[src/rtl/imem_loader_pkg.sv]
// Shared types and helpers for the instruction-memory boot loader.
// Holds the loader state encoding and the word-index to byte-address mapping.
package imem_loader_pkg;

  typedef enum logic [1:0] {
    IDLE,
    LOAD,
    HOLD,
    RUN
  } loader_state_t;

  // IM words are 32-bit, so a word index becomes a byte offset by shifting left 2.
  localparam int unsigned WORD_SHIFT = 2;

  function automatic logic [31:0] word_to_byte(input logic [31:0] base,
                                               input logic [31:0] idx);
    return base + (idx << WORD_SHIFT);
  endfunction

endpackage

[src/rtl/rst_release_timer.sv]
// Core-reset release timer: counts out the HOLD interval once the loader enters HOLD.
// expire is high in the cycle the count sits at 1, so the FSM leaves HOLD on the next edge.
module rst_release_timer #(
  parameter int unsigned RELEASE_DLY = 4
) (
  input  logic clk,
  input  logic rst,
  input  logic en,
  output logic expire
);

  localparam int unsigned CNT_W = (RELEASE_DLY < 1) ? 1 : $clog2(RELEASE_DLY + 1);
  localparam logic [CNT_W-1:0] DLY_VAL = CNT_W'(RELEASE_DLY);
  localparam logic [CNT_W-1:0] ONE     = CNT_W'(1);

  logic [CNT_W-1:0] cnt;

  // Zero means "not yet armed": the first enabled edge loads the delay, later edges count down.
  always_ff @(posedge clk) begin
    if (rst || !en) begin
      cnt <= '0;
    end else if (cnt == '0) begin
      cnt <= DLY_VAL;
    end else begin
      cnt <= cnt - ONE;
    end
  end

  assign expire = en && (cnt == ONE);

endmodule

[src/rtl/imem_loader.sv]
// Boot-time instruction-memory writer: streams program words into IM at consecutive
// addresses while holding the core in reset, then releases it after a fixed delay.
module imem_loader
  import imem_loader_pkg::*;
#(
  parameter int unsigned ADDR_W      = 8,
  parameter logic [31:0] IM_BASE     = 32'h0000_0000,
  parameter int unsigned RELEASE_DLY = 4
) (
  input  logic              clk,
  input  logic              rst,
  input  logic              start,
  input  logic [ADDR_W:0]   num_words,
  input  logic              in_valid,
  output logic              in_ready,
  input  logic [31:0]       in_data,
  output logic              im_we,
  output logic [31:0]       im_addr,
  output logic [31:0]       im_wdata,
  output logic              core_rst,
  output logic              busy,
  output logic              done,
  output logic [31:0]       checksum,
  output logic              err
);

  localparam logic [ADDR_W:0]   MAX_WORDS = {1'b1, {ADDR_W{1'b0}}};
  localparam logic [ADDR_W:0]   CNT_ONE   = (ADDR_W + 1)'(1);
  localparam logic [ADDR_W-1:0] IDX_ONE   = ADDR_W'(1);

  loader_state_t     state;
  loader_state_t     state_nxt;
  logic [ADDR_W-1:0] idx;
  logic [ADDR_W-1:0] idx_nxt;
  logic [ADDR_W:0]   count;
  logic [ADDR_W:0]   count_nxt;
  logic [31:0]       checksum_nxt;
  logic              err_nxt;
  logic              accept;
  logic              count_ok;
  logic              last_word;
  logic              timer_expire;

  assign accept    = in_valid & in_ready;
  assign count_ok  = (num_words != '0) && (num_words <= MAX_WORDS);
  assign last_word = ({1'b0, idx} == (count - CNT_ONE));

  rst_release_timer #(
    .RELEASE_DLY(RELEASE_DLY)
  ) u_timer (
    .clk    (clk),
    .rst    (rst),
    .en     (state == HOLD),
    .expire (timer_expire)
  );

  always_comb begin
    state_nxt    = state;
    idx_nxt      = idx;
    count_nxt    = count;
    checksum_nxt = checksum;
    err_nxt      = err;
    unique case (state)
      IDLE, RUN: begin
        if (start) begin
          if (count_ok) begin
            state_nxt    = LOAD;
            idx_nxt      = '0;
            count_nxt    = num_words;
            checksum_nxt = '0;
            err_nxt      = 1'b0;
          end else begin
            err_nxt = 1'b1;
          end
        end
      end
      LOAD: begin
        // A start here is rejected even when it coincides with the final word.
        if (start) begin
          err_nxt = 1'b1;
        end
        if (accept) begin
          checksum_nxt = checksum ^ in_data;
          idx_nxt      = idx + IDX_ONE;
          if (last_word) begin
            state_nxt = HOLD;
          end
        end
      end
      HOLD: begin
        if (start) begin
          err_nxt = 1'b1;
        end
        if (timer_expire) begin
          state_nxt = RUN;
        end
      end
      default: begin
        state_nxt = IDLE;
      end
    endcase
  end

  // Registered outputs are decoded from the next state so they line up with state itself.
  always_ff @(posedge clk) begin
    if (rst) begin
      state    <= IDLE;
      idx      <= '0;
      checksum <= '0;
      err      <= 1'b0;
      done     <= 1'b0;
      busy     <= 1'b0;
      core_rst <= 1'b1;
      in_ready <= 1'b0;
    end else begin
      state    <= state_nxt;
      idx      <= idx_nxt;
      checksum <= checksum_nxt;
      err      <= err_nxt;
      done     <= (state_nxt == RUN);
      busy     <= (state_nxt == LOAD) || (state_nxt == HOLD);
      core_rst <= (state_nxt != RUN);
      in_ready <= (state_nxt == LOAD);
    end
  end

  always_ff @(posedge clk) begin
    count <= count_nxt;
  end

  assign im_we    = accept;
  assign im_addr  = word_to_byte(IM_BASE, 32'(idx));
  assign im_wdata = in_data;

endmodule

[config.mk]
export PLATFORM = sky130hd
export DESIGN_NAME = imem_loader
export DESIGN_NICKNAME = d
export VERILOG_FILES = /design/src/rtl/imem_loader_pkg.sv /design/src/rtl/rst_release_timer.sv /design/src/rtl/imem_loader.sv
export SDC_FILE = /design/constraint.sdc
export NUM_CORES = 1
export LEC_CHECK = 0
export CORE_UTILIZATION = 25
export CTS_CLUSTER_DIAMETER = 60
export DETAILED_ROUTE_END_ITERATION = 16
export MAX_ROUTING_LAYER = met4
export PLACE_DENSITY = 0.5
export SKIP_CTS_REPAIR_TIMING = 1
export SLEW_MARGIN = 20
export SYNTH_ARGS = -nofsm -noshare
export SYNTH_HDL_FRONTEND = slang
export SYNTH_SLANG_ARGS = --single-unit
[constraint.sdc]
create_clock -name clk -period 3.55 [get_ports clk]
set_clock_uncertainty 0.05 [all_clocks]
set_input_delay 0.355 -clock clk [delete_from_list [all_inputs] [get_ports clk]]
set_output_delay 0.355 -clock clk [all_outputs]
set_load 0.01 [all_outputs]
==> results of run 1 <==
-- logic make-up (layout without fill, tap and decap cells) --
group                    Yosys count  count (layout)
XOR/XNOR                          43              43
buffers and inverters             85             154
AND/OR/NAND/NOR                  128             128
multiplexers                       2               2
adder cells (fa/ha/maj)           10              10
AO/OA/AOI/OAI                     36              36
other                              1              24
flip-flops                        59              59
-- worst max-delay path: stages (launching register included) --
cell and delay (ns):
edfxtp_1 0.48, inv_1 0.12, ha_1 0.35, nand2_1 0.09, o31ai_1 0.22, o31ai_1 0.14, o41ai_1 0.61, nand3_1 0.25
ha_1 0.33, nor2b_1 0.13
-- synth_stat cells (all sizes together) (6+ instances only) --
| cell | instances |
|---|---|
| buf | 63 |
| dfxtp | 50 |
| nor2 | 41 |
| xor2 | 38 |
| nand4 | 36 |
| nand2 | 14 |
| clkbuf | 11 |
| inv | 11 |
| a21oi | 10 |
| ha | 10 |
| edfxtp | 9 |
| nand3 | 8 |
| o21ai | 6 |
-- metrics by stage --
step	hold WS [ns]	total power, mW
after floorplan	0.3673	1.167
after global placement	0.3834	1.422
after detailed placement	0.4043	1.426
after CTS	0.4109	2.220
after global routing	0.4293	2.307
final	0.3995	2.185
-- power breakdown --
group	internal, mW	switching [mW]	total [mW]	leakage (nW)
clock network	0.483	0.294	0.777	0.132
registers	0.752	0.0515	0.803	0.490
logic	0.294	0.310	0.604	1.11
total	1.53	0.656	2.18	1.74
-- metal layers --
metal,global-route usage,up-vias
li1,-,1351
met1,0.1622,1289
met2,0.1881,97
met3,0.03114,17
met4,0.07350,0
met5,-,-
-- layout by cell type (no fill, tap or decap), types with 3 or more instances in the layout --
master           synthesis  layout
clkdlybuf4s50_1          0     122
dfxtp_1                 50      50
nor2_1                  41      41
xor2_1                  38      38
nand4_1                 36      36
conb_1                   1      24
nand2_1                 14      14
inv_1                   11      11
ha_1                    10      10
a21oi_1                 10       9
clkbuf_16                0       9
edfxtp_1                 9       9
nand3_1                  7       7
o21ai_0                  6       6
buf_4                   56       6
nor2b_1                  5       5
xnor2_1                  5       5
or3_1                    5       5
o31ai_1                  5       4
nor3_1                   4       4
clkinv_2                 0       3
-- area by class of cell --
| type | instances | area [µm²] | area share |
|---|---|---|---|
| Tap cell | 172 | 215.2 | 0.04664 |
| Inverter | 11 | 41.29 | 0.008948 |
| Timing Repair Buffer | 128 | 1266 | 0.2744 |
| Sequential cell | 59 | 1271 | 0.2755 |
| Clock inverter | 3 | 15.01 | 0.003254 |
| Clock buffer | 12 | 246.5 | 0.05342 |
| Multi-Input combinational cell | 243 | 1559 | 0.3379 |
-- sequential cells by signal, summed over array words and instances (netlist names) --
signal	count
checksum	32
count	9
idx	8
u_timer.cnt	3
state	2
busy	1
core_rst	1
done	1
err	1
in_ready	1
-- worst max-delay path by stage --
stage / start / end / slack [ns]
finish: count[0] / busy / 0.64
CTS: count[0] / busy / 0.67
detailed placement: num_words[5] / busy / 0.52
global placement: num_words[5] / busy / 0.56
floorplan: count[0] / busy / 1.08
global route: count[0] / busy / 0.47
==> flow_metrics.py, run 1 <==
metrics = {
    "synth": {
        "ys_async_sr_fraction": 0,
        "ys_warn_count": 0,
        "yosysTopAreaCell": "dfxtp_1",
        "synth-main-ff-cell": "dfxtp_1",
        "synth_compound_area_frac": 0.07760,
        "synth_top_area_frac": 0.3073,
        "syn_avg_cell_area_um2": 8.947,
        "synth_cells": 364,
        "yosys.area_share.simple": 0.2055,
        "synth_top_family_by_area": "simple AND/OR/NAND/NOR gates",
        "muxShareOfSynthArea": 0.006147,
        "ys_seq_elements": 59,
        "synth_edf_count": 9,
        "ys_seq_area_frac": 0.3903,
        "ys_top_cells_by_area": "dfxtp_1 31%, buf_4 13%, xor2_1 10%, edfxtp_1 8.3%, nand4_1 6.9%",
        "synth.distinct_cells": 44,
        "synth_area_um2": 3257,
        "synth_fa_ha_area_frac": 0.03842,
        "synth-xor-area-share": 0.1156,
    },
    "routing": {
        "firstDrtPassIters": 4,
        "wl_met3_um": 424,
        "num_vias": 2754,
        "met1_length_um": 3779,
        "ant_nets": 0,
        "met2_length_um": 3697,
        "wl_um": 8119,
        "drtIter0Drc": 139,
        "drc": 0,
        "top_layer": "met4",
        "wl_per_cell_um": 12.93,
        "avgViaCountPerCell": 4.385,
    },
    "hold_path": {
        "worstHoldPathType": "register to register",
        "min_delay_path_depth": 1,
        "hold_start": "u_timer.cnt[0]",
        "whs_endpoint": "u_timer.cnt[0]",
    },
    "flow_run": {
        "drv_cap": 0,
    },
    "clock_network": {
        "clockRootBuffer": "clkbuf_16",
        "insertion_delay_ns": 0.33,
        "clkSlewWorstSetupHoldPaths_ns": 0.05,
        "htree_levels": 3,
        "cts_tree": "built",
        "clock-sinks": 59,
        "cts_buffer_depth": 2,
        "cts_inserted_buffers": 9,
    },
    "sta": {
        "fin_crit_sh": 0.8206,
        "report.final.slew_viol_count": 0,
        "fin_setup_tns_ns": 0,
        "grt_setup_unrepaired": "false",
        "hold_viol_final": 0,
        "fin_ws_ns": 0.6369,
        "timing.final.crit_period_ns": 2.913,
        "tightestPinTransition_ns": 0.6354,
        "setup_viol": 0,
        "relSlewSlack": 0.5725,
        "max_freq_mhz": 343.3,
    },
    "power": {
        "power.leakage_nw": 1.735,
        "peakVddDrop_v": 0.0001804,
        "power_density_nw_per_um2": 473.5,
    },
    "setup_path": {
        "reg2reg_depth": 9,
        "crit_arrival_ns": 3.06,
        "reg2reg_from": "count[0]",
        "r2r-end": "busy",
        "worstPathRequired_ns": 3.70,
        "start_kind": "register",
        "crit_fanout": 9,
        "r2r_slack_ns": 0.64,
        "endpoint_kind": "register",
        "crit_type": "register to register",
    },
    "finish": {
        "stdcell_count": 628,
        "final_layout_size_suffix_gt1_frac": 0.06140,
        "fill_cells": 1292,
        "diodes": 0,
        "final_cell_area_um2": 4614,
        "syn_to_final_growth_pct": 41.68,
        "fin_util": 0.3642,
        "layout.nets": 507,
    },
    "floorplan": {
        "start_util": 0.2570,
        "rows": 41,
        "die_h_um": 116.1,
        "die-width_um": 116.1,
        "io_pins": 147,
        "dieArea_um2": 13490,
        "fp.coreArea_um2": 12670,
    },
    "place": {
        "gp_congestion": 0.8013,
        "place.port_buffers": 122,
        "dp_cells": 613,
        "pre_cts_ws_ns": 0.5195,
        "dp_hpwl_um": 5854,
        "dpl-instance-area_um2": 4353,
    },
    "global_route": {
        "grt_pass1_wl_um": 12680,
        "grt.overflow.total": 0,
        "grt_max_degree": 39,
        "antenna_found_initial": 0,
        "grt_pass1_vias": 2502,
        "grt_usage": 0.1289,
    },
    "outcome": {
        "outcome": "completed",
    },
}
Power figures use the tool's default switching activity.
==> run 2: changes to the inputs <==
==> constraint.sdc (replaced) <==
create_clock -name clk -period 2.8 [get_ports clk]
set_clock_uncertainty 0.05 [all_clocks]
set_input_delay 0.28 -clock clk [delete_from_list [all_inputs] [get_ports clk]]
set_output_delay 0.28 -clock clk [all_outputs]
set_load 0.01 [all_outputs]
==> run 2 against run 1 <==
Against the previous run:
- flip-flop and latch count is the same
- die area did not move
- wire length increased by 0.76%
- core utilization grew 1.5 points
- sequential share of layout area shrank 1.1 points
- first-iteration DRC count down 23%
- maximum frequency is 17% higher
- hold slack gained 0.00071 ns
- total power rose by 38%
- highest routed layer unchanged
==> flow_metrics.py, run 2 (synthesis gave the netlist of run 1 again) <==
metrics = {
    "finish": {
        "diodes": 0,
        "stdcell_count": 642,
        "layout.nets": 520,
        "final_common_cell": "clkdlybuf4s50_1",
        "final_layout_size_suffix_gt1_frac": 0.09362,
        "final_cell_mix": "122 x clkdlybuf4s50_1, 50 x dfxtp_1, 41 x nor2_1",
        "top_register": "checksum",
        "syn_to_final_growth_pct": 47.48,
        "top_regs": "checksum x32, count x9, idx x8",
        "fill_cells": 1298,
        "largest_reg_flops": 32,
        "fin_util": 0.3791,
    },
    "floorplan": {
        "dieArea_um2": 13490,
        "rows": 41,
        "die-width_um": 116.1,
        "die_h_um": 116.1,
        "start_util": 0.2570,
        "fp.coreArea_um2": 12670,
        "io_pins": 147,
    },
    "routing": {
        "wl_per_cell_um": 12.74,
        "drtIter0Drc": 107,
        "ant_nets": 0,
        "avgViaCountPerCell": 4.407,
        "firstDrtPassIters": 4,
        "drc": 0,
        "num_vias": 2829,
        "wl_um": 8181,
    },
    "place": {
        "place.port_buffers": 122,
        "dp_cells": 626,
        "pre_cts_ws_ns": 0.01466,
        "dp_hpwl_um": 5988,
        "gp_congestion": 0.7902,
    },
    "clock_network": {
        "cts_buffer_depth": 2,
        "cts_inserted_buffers": 9,
        "htree_levels": 3,
        "cts_tree": "built",
        "clkSlewWorstSetupHoldPaths_ns": 0.05,
        "insertion_delay_ns": 0.33,
        "clock-sinks": 59,
        "clockRootBuffer": "clkbuf_16",
    },
    "sta": {
        "timing.final.crit_period_ns": 2.493,
        "setup_viol": 0,
        "fin_ws_ns": 0.3071,
        "hold_viol_final": 0,
        "report.final.slew_viol_count": 0,
        "grt_setup_unrepaired": "false",
        "max_freq_mhz": 401.1,
        "fin_crit_sh": 0.8903,
    },
    "power": {
        "power.switching_fraction": 0.2810,
        "power.leakage_nw": 1.843,
        "peakVddDrop_v": 0.0002580,
        "power_frac_clock": 0.400,
        "pwr-share-comb": 0.263,
        "p_seq_frac": 0.337,
        "p_int_mw": 2.167,
        "power_switching_mw": 0.8469,
        "power_density_nw_per_um2": 627.5,
    },
    "setup_path": {
        "crit_family": "simple AND/OR/NAND/NOR gates",
        "endpoint_kind": "register",
        "crit_top_cell": "nand3_1",
        "max_stage_delay_ns": 0.46,
        "crit_arrival_ns": 2.64,
        "crit_type": "register to register",
        "cp_cell_sequence": "nor4_1 > nand3_1 > xnor2_1 > o41ai_1 > buf_4 > nand3_1 > ha_1 > nor2b_1",
        "worstPathRequired_ns": 2.95,
        "reg2reg_from": "count[3]",
        "crit_fanout": 5,
        "crit_path_top_delay_cell": "edfxtp_1",
        "cp_num_buf_inv": 1,
        "cp-startpoint": "count[3]",
        "start_kind": "register",
    },
    "flow_run": {
        "drv_cap": 0,
    },
    "outcome": {
        "outcome": "completed",
    },
    "global_route": {
        "grt_pass1_vias": 2711,
        "grt_pass1_wl_um": 13140,
        "antenna_found_initial": 0,
        "grt_usage": 0.1314,
        "grt_max_degree": 39,
        "grt.overflow.total": 0,
    },
    "hold_path": {
        "worstHoldPathType": "register to register",
        "hold_start": "u_timer.cnt[0]",
    },
}
## run 2: layer usage
layer  up-vias  global-route usage  wire length, µm
li1       1380                   -                -
met1      1347              0.1631             3834
met2        92              0.2063             3849
met3        10             0.02283              361
met4         0             0.06410              136
met5         -                   -                0
## run 2: power by group through the flow
stage | clock network, mW | registers [mW] | logic (mW)
2_1_floorplan | 0 | 1.06 | 0.418
3_3_place_gp | 0 | 1.03 | 0.798
6_report | 1.21 | 1.01 | 0.792
4_1_cts | 1.24 | 1.02 | 0.803
5_1_grt | 1.28 | 1.03 | 0.870
3_5_place_dp | 0 | 1.03 | 0.798
## run 2: cell type report
| type | count | area, µm² | area share |
|---|---|---|---|
| Sequential cell | 59 | 1271 | 0.2647 |
| Multi-Input combinational cell | 243 | 1559 | 0.3246 |
| Clock buffer | 11 | 252.7 | 0.05262 |
| Timing Repair Buffer | 141 | 1389 | 0.2891 |
| Clock inverter | 5 | 75.07 | 0.01563 |
| Tap cell | 172 | 215.2 | 0.04480 |
| Inverter | 11 | 41.29 | 0.008596 |
## run 2: metrics by stage
step / TNS [ns] / hold slack, ns / cell area (µm²) / total power, mW
after detailed placement: 0 / 0.3914 / 4476 / 1.830
after CTS: 0 / 0.4040 / 4803 / 3.063
final: 0 / 0.4002 / 4803 / 3.014
after global routing: 0 / 0.4374 / 4803 / 3.176
after global placement: -0.002394 / 0.3836 / 4476 / 1.828
after floorplan: 0 / 0.3289 / 3343 / 1.479
## run 2: worst paths after layout
kind / to / slack (ns) / cells past startpoint
setup / recovery: busy / 0.31 / 8
hold / removal: u_timer.cnt[0] / 0.40 / 1
setup reg to reg: busy / 0.31 / 8
hold reg to reg: u_timer.cnt[0] / 0.40 / 1
## run 2: worst register-to-register path, cell delays in order (launching register included)
cell	delay, ns
edfxtp_1	0.46
nor4_1	0.43
nand3_1	0.16
xnor2_1	0.16
o41ai_1	0.35
buf_4	0.18
nand3_1	0.15
ha_1	0.30
nor2b_1	0.12
